$ cat config.mk
export PLATFORM = sky130hd
export DESIGN_NAME = uart_block_packer_flat
export DESIGN_NICKNAME = d
export VERILOG_FILES = /design/src/rtl/uart_block_packer_if.sv /design/src/rtl/uart_block_packer.sv /design/src/flat_wrapper.sv
export SDC_FILE = /design/constraint.sdc
export NUM_CORES = 1
export LEC_CHECK = 0
export ABC_AREA = 1
export CORE_UTILIZATION = 45
export DETAILED_ROUTE_END_ITERATION = 10
export DONT_BUFFER_PORTS = 1
export GPL_TIMING_DRIVEN = 1
export SKIP_LAST_GASP = 1
export SYNTH_ARGS = -nofsm -noshare
export SYNTH_HDL_FRONTEND = slang
export SYNTH_SLANG_ARGS = --single-unit
$ cat constraint.sdc
create_clock -name clk -period 5.4 [get_ports clk]
set_input_delay 1.35 -clock clk [delete_from_list [all_inputs] [get_ports clk]]
set_output_delay 1.35 -clock clk [all_outputs]
set_load 0.03 [all_outputs]
$ cat src/rtl/uart_block_packer_if.sv
// Valid/ready byte or block channel shared by the packer's input and output sides.
interface uart_block_packer_if #(
    parameter int W = 8
) ();
    logic [W-1:0] tdata;
    logic         tvalid;
    logic         tready;

    modport master (output tdata, output tvalid, input tready);
    modport slave  (input tdata, input tvalid, output tready);
endinterface

$ cat src/rtl/uart_block_packer.sv
// Packs received UART bytes into 128-bit blocks for the AES core.
// The first byte lands in the top byte lane. A partial block is dropped
// when en falls or when the gap between bytes exceeds timeout_cycles.
module uart_block_packer #(
    parameter int TO_W   = 24,
    parameter int NBYTES = 16
) (
    input  logic                clk,
    input  logic                rst,
    input  logic                en,
    uart_block_packer_if.slave  s_axis,
    uart_block_packer_if.master m_axis,
    input  logic [TO_W-1:0]     timeout_cycles,
    output logic [4:0]          byte_cnt,
    output logic                timeout_err
);
    localparam int         DATA_W   = 8 * NBYTES;
    localparam logic [4:0] LAST_IDX = 5'(NBYTES - 1);

    typedef enum logic [1:0] {
        FILL_IDLE,
        FILL,
        OUT
    } state_t;

    state_t            state_q;
    state_t            state_d;
    logic [4:0]        cnt_q;
    logic [DATA_W-1:0] data_q;
    logic [TO_W-1:0]   timer_q;
    logic [TO_W-1:0]   timer_inc;
    logic              err_q;
    logic              accept;
    logic              expire;

    assign accept    = s_axis.tvalid && s_axis.tready;
    // The timer saturates at all-ones instead of wrapping back to zero.
    assign timer_inc = (&timer_q) ? timer_q : timer_q + TO_W'(1);
    // An accepted byte takes priority over expiry. Dropping en takes priority over both.
    assign expire    = (state_q == FILL) && en && !accept &&
                       (timeout_cycles != '0) && (timer_inc >= timeout_cycles);

    // State register.
    // NOTE: sequential state uses non-blocking assignments. Every register then samples pre-edge values, whatever the block order.
    always_ff @(posedge clk or posedge rst) begin
        if (rst) begin
            state_q <= FILL_IDLE;
        end else begin
            state_q <= state_d;
        end
    end

    // Next-state decision: fill, emit a full block, or discard a partial one.
    always_comb begin
        // NOTE: assign a default first, so no path leaves state_d unassigned and no latch is inferred.
        state_d = state_q;
        unique case (state_q)
            FILL_IDLE: begin
                if (accept) begin
                    state_d = FILL;
                end
            end
            FILL: begin
                if (!en) begin
                    state_d = FILL_IDLE;
                end else if (accept) begin
                    state_d = (cnt_q == LAST_IDX) ? OUT : FILL;
                end else if (expire) begin
                    state_d = FILL_IDLE;
                end
            end
            OUT: begin
                if (m_axis.tready) begin
                    state_d = FILL_IDLE;
                end
            end
            default: state_d = FILL_IDLE;
        endcase
    end

    // Handshake outputs, decoded from the current state. Ready is also forced low while in reset.
    always_comb begin
        s_axis.tready = en && !rst && (state_q != OUT);
        m_axis.tvalid = (state_q == OUT);
    end

    // Byte lane writes, fill count, inter-byte timer and timeout pulse.
    // NOTE: the block register is reset on purpose. Only stale lanes survive a discard, and reset must drive tdata to zero.
    always_ff @(posedge clk or posedge rst) begin
        if (rst) begin
            cnt_q   <= '0;
            data_q  <= '0;
            timer_q <= '0;
            err_q   <= 1'b0;
        end else begin
            err_q <= expire;
            if (accept) begin
                for (int i = 0; i < NBYTES; i++) begin
                    if (cnt_q == 5'(i)) begin
                        data_q[8*(NBYTES-1-i) +: 8] <= s_axis.tdata;
                    end
                end
                cnt_q <= cnt_q + 5'd1;
            end else if (state_d == FILL_IDLE) begin
                cnt_q <= '0;
            end
            // The timer runs only while a partial block stays in FILL without a new byte.
            if ((state_q == FILL) && (state_d == FILL) && !accept) begin
                timer_q <= timer_inc;
            end else begin
                timer_q <= '0;
            end
        end
    end

    assign m_axis.tdata = data_q;
    assign byte_cnt     = cnt_q;
    assign timeout_err  = err_q;

endmodule

$ cat src/flat_wrapper.sv
// flat-port wrapper written by rule: the top's interface ports become plain ports
module uart_block_packer_flat 
#(
    parameter int TO_W   = 24,
    parameter int NBYTES = 16
)
  (clk, rst, en, timeout_cycles, byte_cnt, timeout_err, s_axis_tdata, s_axis_tvalid, s_axis_tready, m_axis_tdata, m_axis_tvalid, m_axis_tready);
  uart_block_packer_if #(.W(8)) s_axis_i ();
  uart_block_packer_if #(.W(128)) m_axis_i ();
  input  logic clk;
  input  logic rst;
  input  logic en;
  input  logic [TO_W-1:0] timeout_cycles;
  output logic [4:0] byte_cnt;
  output logic timeout_err;
  input wire logic [$bits(s_axis_i.tdata)-1:0] s_axis_tdata;
  input wire logic [$bits(s_axis_i.tvalid)-1:0] s_axis_tvalid;
  output wire logic [$bits(s_axis_i.tready)-1:0] s_axis_tready;
  output wire logic [$bits(m_axis_i.tdata)-1:0] m_axis_tdata;
  output wire logic [$bits(m_axis_i.tvalid)-1:0] m_axis_tvalid;
  input wire logic [$bits(m_axis_i.tready)-1:0] m_axis_tready;
  assign s_axis_i.tdata = s_axis_tdata;
  assign s_axis_i.tvalid = s_axis_tvalid;
  assign s_axis_tready = s_axis_i.tready;
  assign m_axis_tdata = m_axis_i.tdata;
  assign m_axis_tvalid = m_axis_i.tvalid;
  assign m_axis_i.tready = m_axis_tready;
  uart_block_packer #(.TO_W(TO_W), .NBYTES(NBYTES)) u_core (.clk(clk), .rst(rst), .en(en), .s_axis(s_axis_i), .m_axis(m_axis_i), .timeout_cycles(timeout_cycles), .byte_cnt(byte_cnt), .timeout_err(timeout_err));
endmodule
# After elaboration in Yosys (flattened, before gate mapping)
# Cells that the tools add are included.
[classes]
add_sub_neg = 2
order_cmp = 1
eq_ne = 19
muxes = 11
reduce_logical = 33
[op_table]
columns = ["cell", "n"]
rows = [
  ["24-bit 2-to-1 mux", 2],
  ["5-bit by 4-bit == test with 1-bit output (second input constant)", 8],
  ["2-bit AND reduction", 16],
  ["24-bit by 1-bit adder with 24-bit output (second input constant)", 1],
  ["24-bit greater-or-equal comparator", 1],
  ["24-bit AND reduction", 1],
  ["24-bit nonzero test", 1],
  ["5-bit by 3-bit == test with 1-bit output (second input constant)", 4],
  ["2-bit 2-to-1 mux", 6],
  ["5-bit by 2-bit == test with 1-bit output (second input constant)", 2],
  ["5-bit 2-to-1 mux", 2],
  ["1-bit logical AND", 9],
  ["2-bit one-hot mux with 3 select lines", 1],
  ["5-bit by 1-bit adder with 5-bit output (second input constant)", 1],
  ["5-bit by 1-bit == test with 1-bit output (second input constant)", 1],
  ["5-bit logical NOT", 1],
  ["2-bit by 1-bit == test with 1-bit output (second input constant)", 2],
  ["2-bit logical NOT", 2],
  ["2-bit == test (second input constant)", 1],
  ["1-bit logical NOT", 2],
  ["2-bit != test (second input constant)", 1],
  ["2-bit nonzero test", 1],
]
[totals]
reg_bits = 160
output_inout_bits = 136

# Depth between registers and ports, before layout
[logic_depth]
word_depth = 16
mapped_depth = 27
depth_no_buf = 27

# Least setup slack after synthesis
# OpenSTA, ideal clock, no wires.
[synth_timing]
path_type = "input to output"
from = "input port en"
to = "output port s_axis_tready"
arrival_ps = 1783
required_ps = 4050
path_slack_ps = 2267
stages = 2
n_path_buf = 0
path_cell_list = "inv_1 -> nor3_4"
[synth_via]
elab_chain_cells = 2
[synth_lines]
columns = ["item", "line_no", "text"]
rows = [
  ["from (decl)", "flat_wrapper.sv:12", "input logic en;"],
  ["1-bit logical AND (2 in series)", "uart_block_packer.sv:83", "s_axis.tready = en && !rst && (state_q != OUT);"],
  ["to (decl)", "flat_wrapper.sv:18", "output wire logic [$bits(s_axis_i.tready)-1:0] s_axis_tready;"],
]
# Every way passes these cells.

# Worst setup path in the final report
[layout_timing]
from = "register u_core.timer_q[0]"
to = "register u_core.timer_q[8]"
[layout_via]
elab_chain_cells = 12
elab_cells_between_ends = 13
cone_classes = "1 x add/sub; 1 x order compare; 1 x eq/ne; 6 x mux; 4 x reduce/logical"
[layout_lines]
columns = ["item", "line_no", "text"]
rows = [
  ["from (decl)", "uart_block_packer.sv:30", "logic [TO_W-1:0] timer_q;"],
  ["from (signal assigned)", "uart_block_packer.sv:109", "timer_q <= timer_inc;"],
  ["24-bit by 1-bit adder with 24-bit output or 24-bit AND reduction (tied branches)", "uart_block_packer.sv:38", "assign timer_inc = (&timer_q) ? timer_q : timer_q + TO_W'(1);"],
  ["24-bit 2-to-1 mux *", "uart_block_packer.sv:38", ""],
  ["24-bit greater-or-equal comparator", "uart_block_packer.sv:41", "(timeout_cycles != '0) && (timer_inc >= timeout_cycles);"],
  ["1-bit logical AND", "uart_block_packer.sv:41", ""],
  ["2-bit 2-to-1 mux", "uart_block_packer.sv:68", "end else if (expire) begin"],
  ["2-bit 2-to-1 mux", "uart_block_packer.sv:66", "end else if (accept) begin"],
  ["2-bit 2-to-1 mux", "uart_block_packer.sv:64", "if (!en) begin"],
  ["2-bit one-hot mux with 3 select lines", "uart_block_packer.sv:57", "unique case (state_q)"],
  ["2-bit by 1-bit == test with 1-bit output", "uart_block_packer.sv:108", "if ((state_q == FILL) && (state_d == FILL) && !accept) begin"],
  ["1-bit logical AND (2 in series)", "uart_block_packer.sv:108", ""],
  ["24-bit 2-to-1 mux *", "uart_block_packer.sv:108", ""],
]
# Mark *: on every way between the ends. The rest lies on a longest branch, timed or not.
# A chain may end at the register's enable or synchronous reset.

==> run metrics <==
TritonCTS Buffers=17; synthesized flop and latch total=160; Root Buffer=clkbuf_16; R2R Path End=u_core.timer_q[8]; Setup TNS Final=0 ns; largest net degree at the start of global routing=70; FMAX=0.238 GHz; max-cap violation count=0; FF-to-FF setup slack=about 1.2 ns; outcome=completed; die height=about 130 um; GPL Wtd Cong=around 0.94; CTS Sinks=160; Yosys top cell area share=53.3%; post-synth top area cell=dfrtp_1; worst hold endpoint=u_core.state_q[0]; Setup Skew=between 0.008 and 0.009 ns; routed via count=5577; Hold Startpoint=u_core.state_q[1]; Yosys cell types=31; Remaining DRCs=0; DR iter-0 viols=290; die footprint=about 17000 sq um; sequential cell area fraction in the yosys report=roughly 53%; # fillers=1478; starting density of the core=a little under half; Final min period=~4.2 ns; Pre-antenna DRT Iters=5; RSZ-0062 raised after global routing=false; cts repair resizes=0; crit-path most repeated cell=nand2_1; P_sw=between 600 and 700 uW; cell-internal power=1950 uW; Clock Power Share=45.6%; CP Capture Type=flip-flop; core region area=16100 sq um; switch share=26.3%; count of final setup violators=0; Comb pwr share=about 4.2%; worst reg-to-reg path cell count=18; worst-margin pin slew=1.00 ns; Hold Path Stages=3; Die W=between 100 and 150 um; CTS tree=done; antenna violations before repair=0; Syn Nets=~910; Pins Over Slew Limit=0; synthesized area per cell=around 9 sq um; first-pass GRT wire length=30.1 mm; synth-to-layout area growth=9.35%; Cell Count, Final, Fillers Out=1056; n_diodes=0; CTS HTree Levels=4; nets=between 800 and 900; worst skew pair latency=around 0.43 ns; final cell utilization of the core=about half; Avg Vias per Cell=5.28; Max Root-Sink Buffers=2; Final ANT Viol Nets=0; proportion of layout cells with a drive suffix above 1=~8.9%; slew margin rel.=between 30% and 40%; Leak=approximately 0.0040 uW; crit-path max FO=32; All-Layer GR Usage=between 20% and 30%; cell area power density=approximately 320 nW/um^2; Reg-to-Reg Start=u_core.timer_q[0]; port buffer count=0; crit path DAT=4.52 ns; Setup Fix Bufs, Post-CTS=0; total grt overflow=0; Worst Hold Class=reg -> reg; slowest CP cell=nand2_1; dominant cells by area after synthesis=dfrtp_1, nand2_1, a21oi_1, ha_1, nor2_1; synthesized area=~7500 sq um; Routed WL=between 15 and 20 mm; critical path class=reg -> reg; cell count after synthesis=841; synth warn=0; Worst VDD drop=about 220 uV; placed insts=between 1000 and 1500; Req. time, crit path=~5.7 ns; hold buffers post-CTS=0; Final Hold Viols=0; CP max stage delay=0.72 ns; launching element type of the critical path=flip-flop; IO Pins=~170; clk slew on worst S/H paths=0.06 ns; Reg power frac=50.2%; critical-path cell list=ha_1 > nand3_1 > inv_1 > nand4_1 > inv_1 > nand2_1 > inv_1 > a21oi_1 > ha_1 > inv_1 > o21bai_1 > a21oi_1 > nand2_1 > nand2_1 > nand2_1 > nand2_1 > nand3_1 > a21oi_1; WL/cell=roughly 18 um; fin crit share=approximately 78%; DP Wirelength=approximately 13 mm; vias in the first global route=roughly 5500; standard-cell rows=46
## flip-flops by register name (all words and copies together) (netlist names)
| register | cells |
|---|---|
| u_core.byte_cnt | 5 |
| u_core.m_axis.tdata | 128 |
| u_core.timeout_err | 1 |
| u_core.state_q | 2 |
| u_core.timer_q | 24 |
## worst max-delay path, delay by kind of cell (launching register included)
kind	cells	cell delay, ns
AND/OR/NAND/NOR	8	1.95
AO/OA/AOI/OAI	4	0.82
adder cells (fa/ha/maj)	2	0.53
flip-flops	1	0.40
buffers and inverters	4	0.36
## routing by layer
| layer | wire length (um) | share of wire [%] | track usage, % |
|---|---|---|---|
| met5 | 0 | 0 | 0 |
| met4 | 310 | 1.7 | 8.17 |
| met3 | 1490 | 8.0 | 7.14 |
| met2 | 9180 | 49 | 37.8 |
| met1 | 7650 | 41 | 27.1 |
## power by group through the flow
| stage | registers (uW) | clock network, uW | logic [uW] |
|---|---|---|---|
| finish | 1330 | 1200 | 112 |
| global route | 1330 | 1270 | 130 |
| CTS | 1330 | 1230 | 115 |
| detailed placement | 1350 | 0 | 115 |
| global placement | 1350 | 0 | 108 |
| floorplan | 1340 | 0 | 85.0 |
## cell families after synthesis
group,after synthesis,synth area share (%)
DFF,160,53.3
xor gates and xnor gates,19,2.22
AOI/OAI and AO/OA,160,12.0
buffers and inverters,122,6.70
adders and majority gates,30,5.00
and+or+nand+nor,350,20.7
## per-stage QoR
stage / instance area (sq um) / setup slack, ns / hold slack, ns / total power, uW
floorplan: 7510 / 2.02 / 0.554 / 1420
global placement: 7620 / 1.48 / 0.580 / 1460
detailed placement: 7620 / 1.22 / 0.594 / 1460
CTS: 8210 / 1.20 / 0.605 / 2670
global route: 8210 / 0.700 / 0.637 / 2740
finish: 8210 / 1.20 / 0.609 / 2640
## cells in the final DEF (no fill, tap or decap), drive strengths merged, types with 3 or more instances in the layout
cell	netlist	final
dfrtp	160	160
nor3	12	12
nor4	12	12
xnor2	8	8
nor2	99	99
xor2	11	11
clkinvlp	0	3
buf	16	3
nand4	12	12
or2	3	3
clkbuf	20	18
nand3	19	19
clkinv	0	4
o21ai	75	75
ha	30	30
a21oi	81	81
nand2	187	187
or3	4	4
inv	86	91
## synth_stat cells
cell type  count
inv_1         85
or2_2          3
nand2_1      184
nor3_4         4
o21ai_2       24
nand4_1       12
nor2_1        98
nor3_1         8
nand2_2        2
nand3_1       19
xnor2_1        8
buf_2         12
a21o_1         1
o21ai_0       51
buf_6          4
or3_1          4
inv_2          1
nor3b_1        1
dfrtp_1      160
nor4_4         4
o21bai_1       1
xor2_1        11
nor2_2         1
nand2_4        1
a21oi_1       81
nor2b_1        1
o31ai_1        1
ha_1          30
clkbuf_1      20
nor4_1         8
o21a_1         1
## layout make-up
type | instances | area, sq um | share of cell area [%]
clock buffers | 18 | 429 | 5.23
clock inverters | 14 | 156 | 1.91
inverters | 86 | 327 | 3.98
multi-input cells | 559 | 3000 | 36.5
flip-flops and latches | 160 | 4000 | 48.8
well taps | 216 | 270 | 3.29
repair buffers | 3 | 22.5 | 0.274
## how the worst max path moves through the flow
stage / from / endpoint / slack, ns / cells past startpoint
floorplan: rst / u_core.byte_cnt[0] / 2.02 / 1
global route: u_core.timer_q[0] / u_core.timer_q[23] / 0.70 / 19
detailed placement: u_core.timer_q[0] / u_core.timer_q[14] / 1.22 / 18
CTS: u_core.timer_q[0] / u_core.timer_q[8] / 1.20 / 18
finish: u_core.timer_q[0] / u_core.timer_q[8] / 1.20 / 18
global placement: u_core.timer_q[0] / u_core.timer_q[4] / 1.48 / 18
Power figures use the tool's default switching activity.
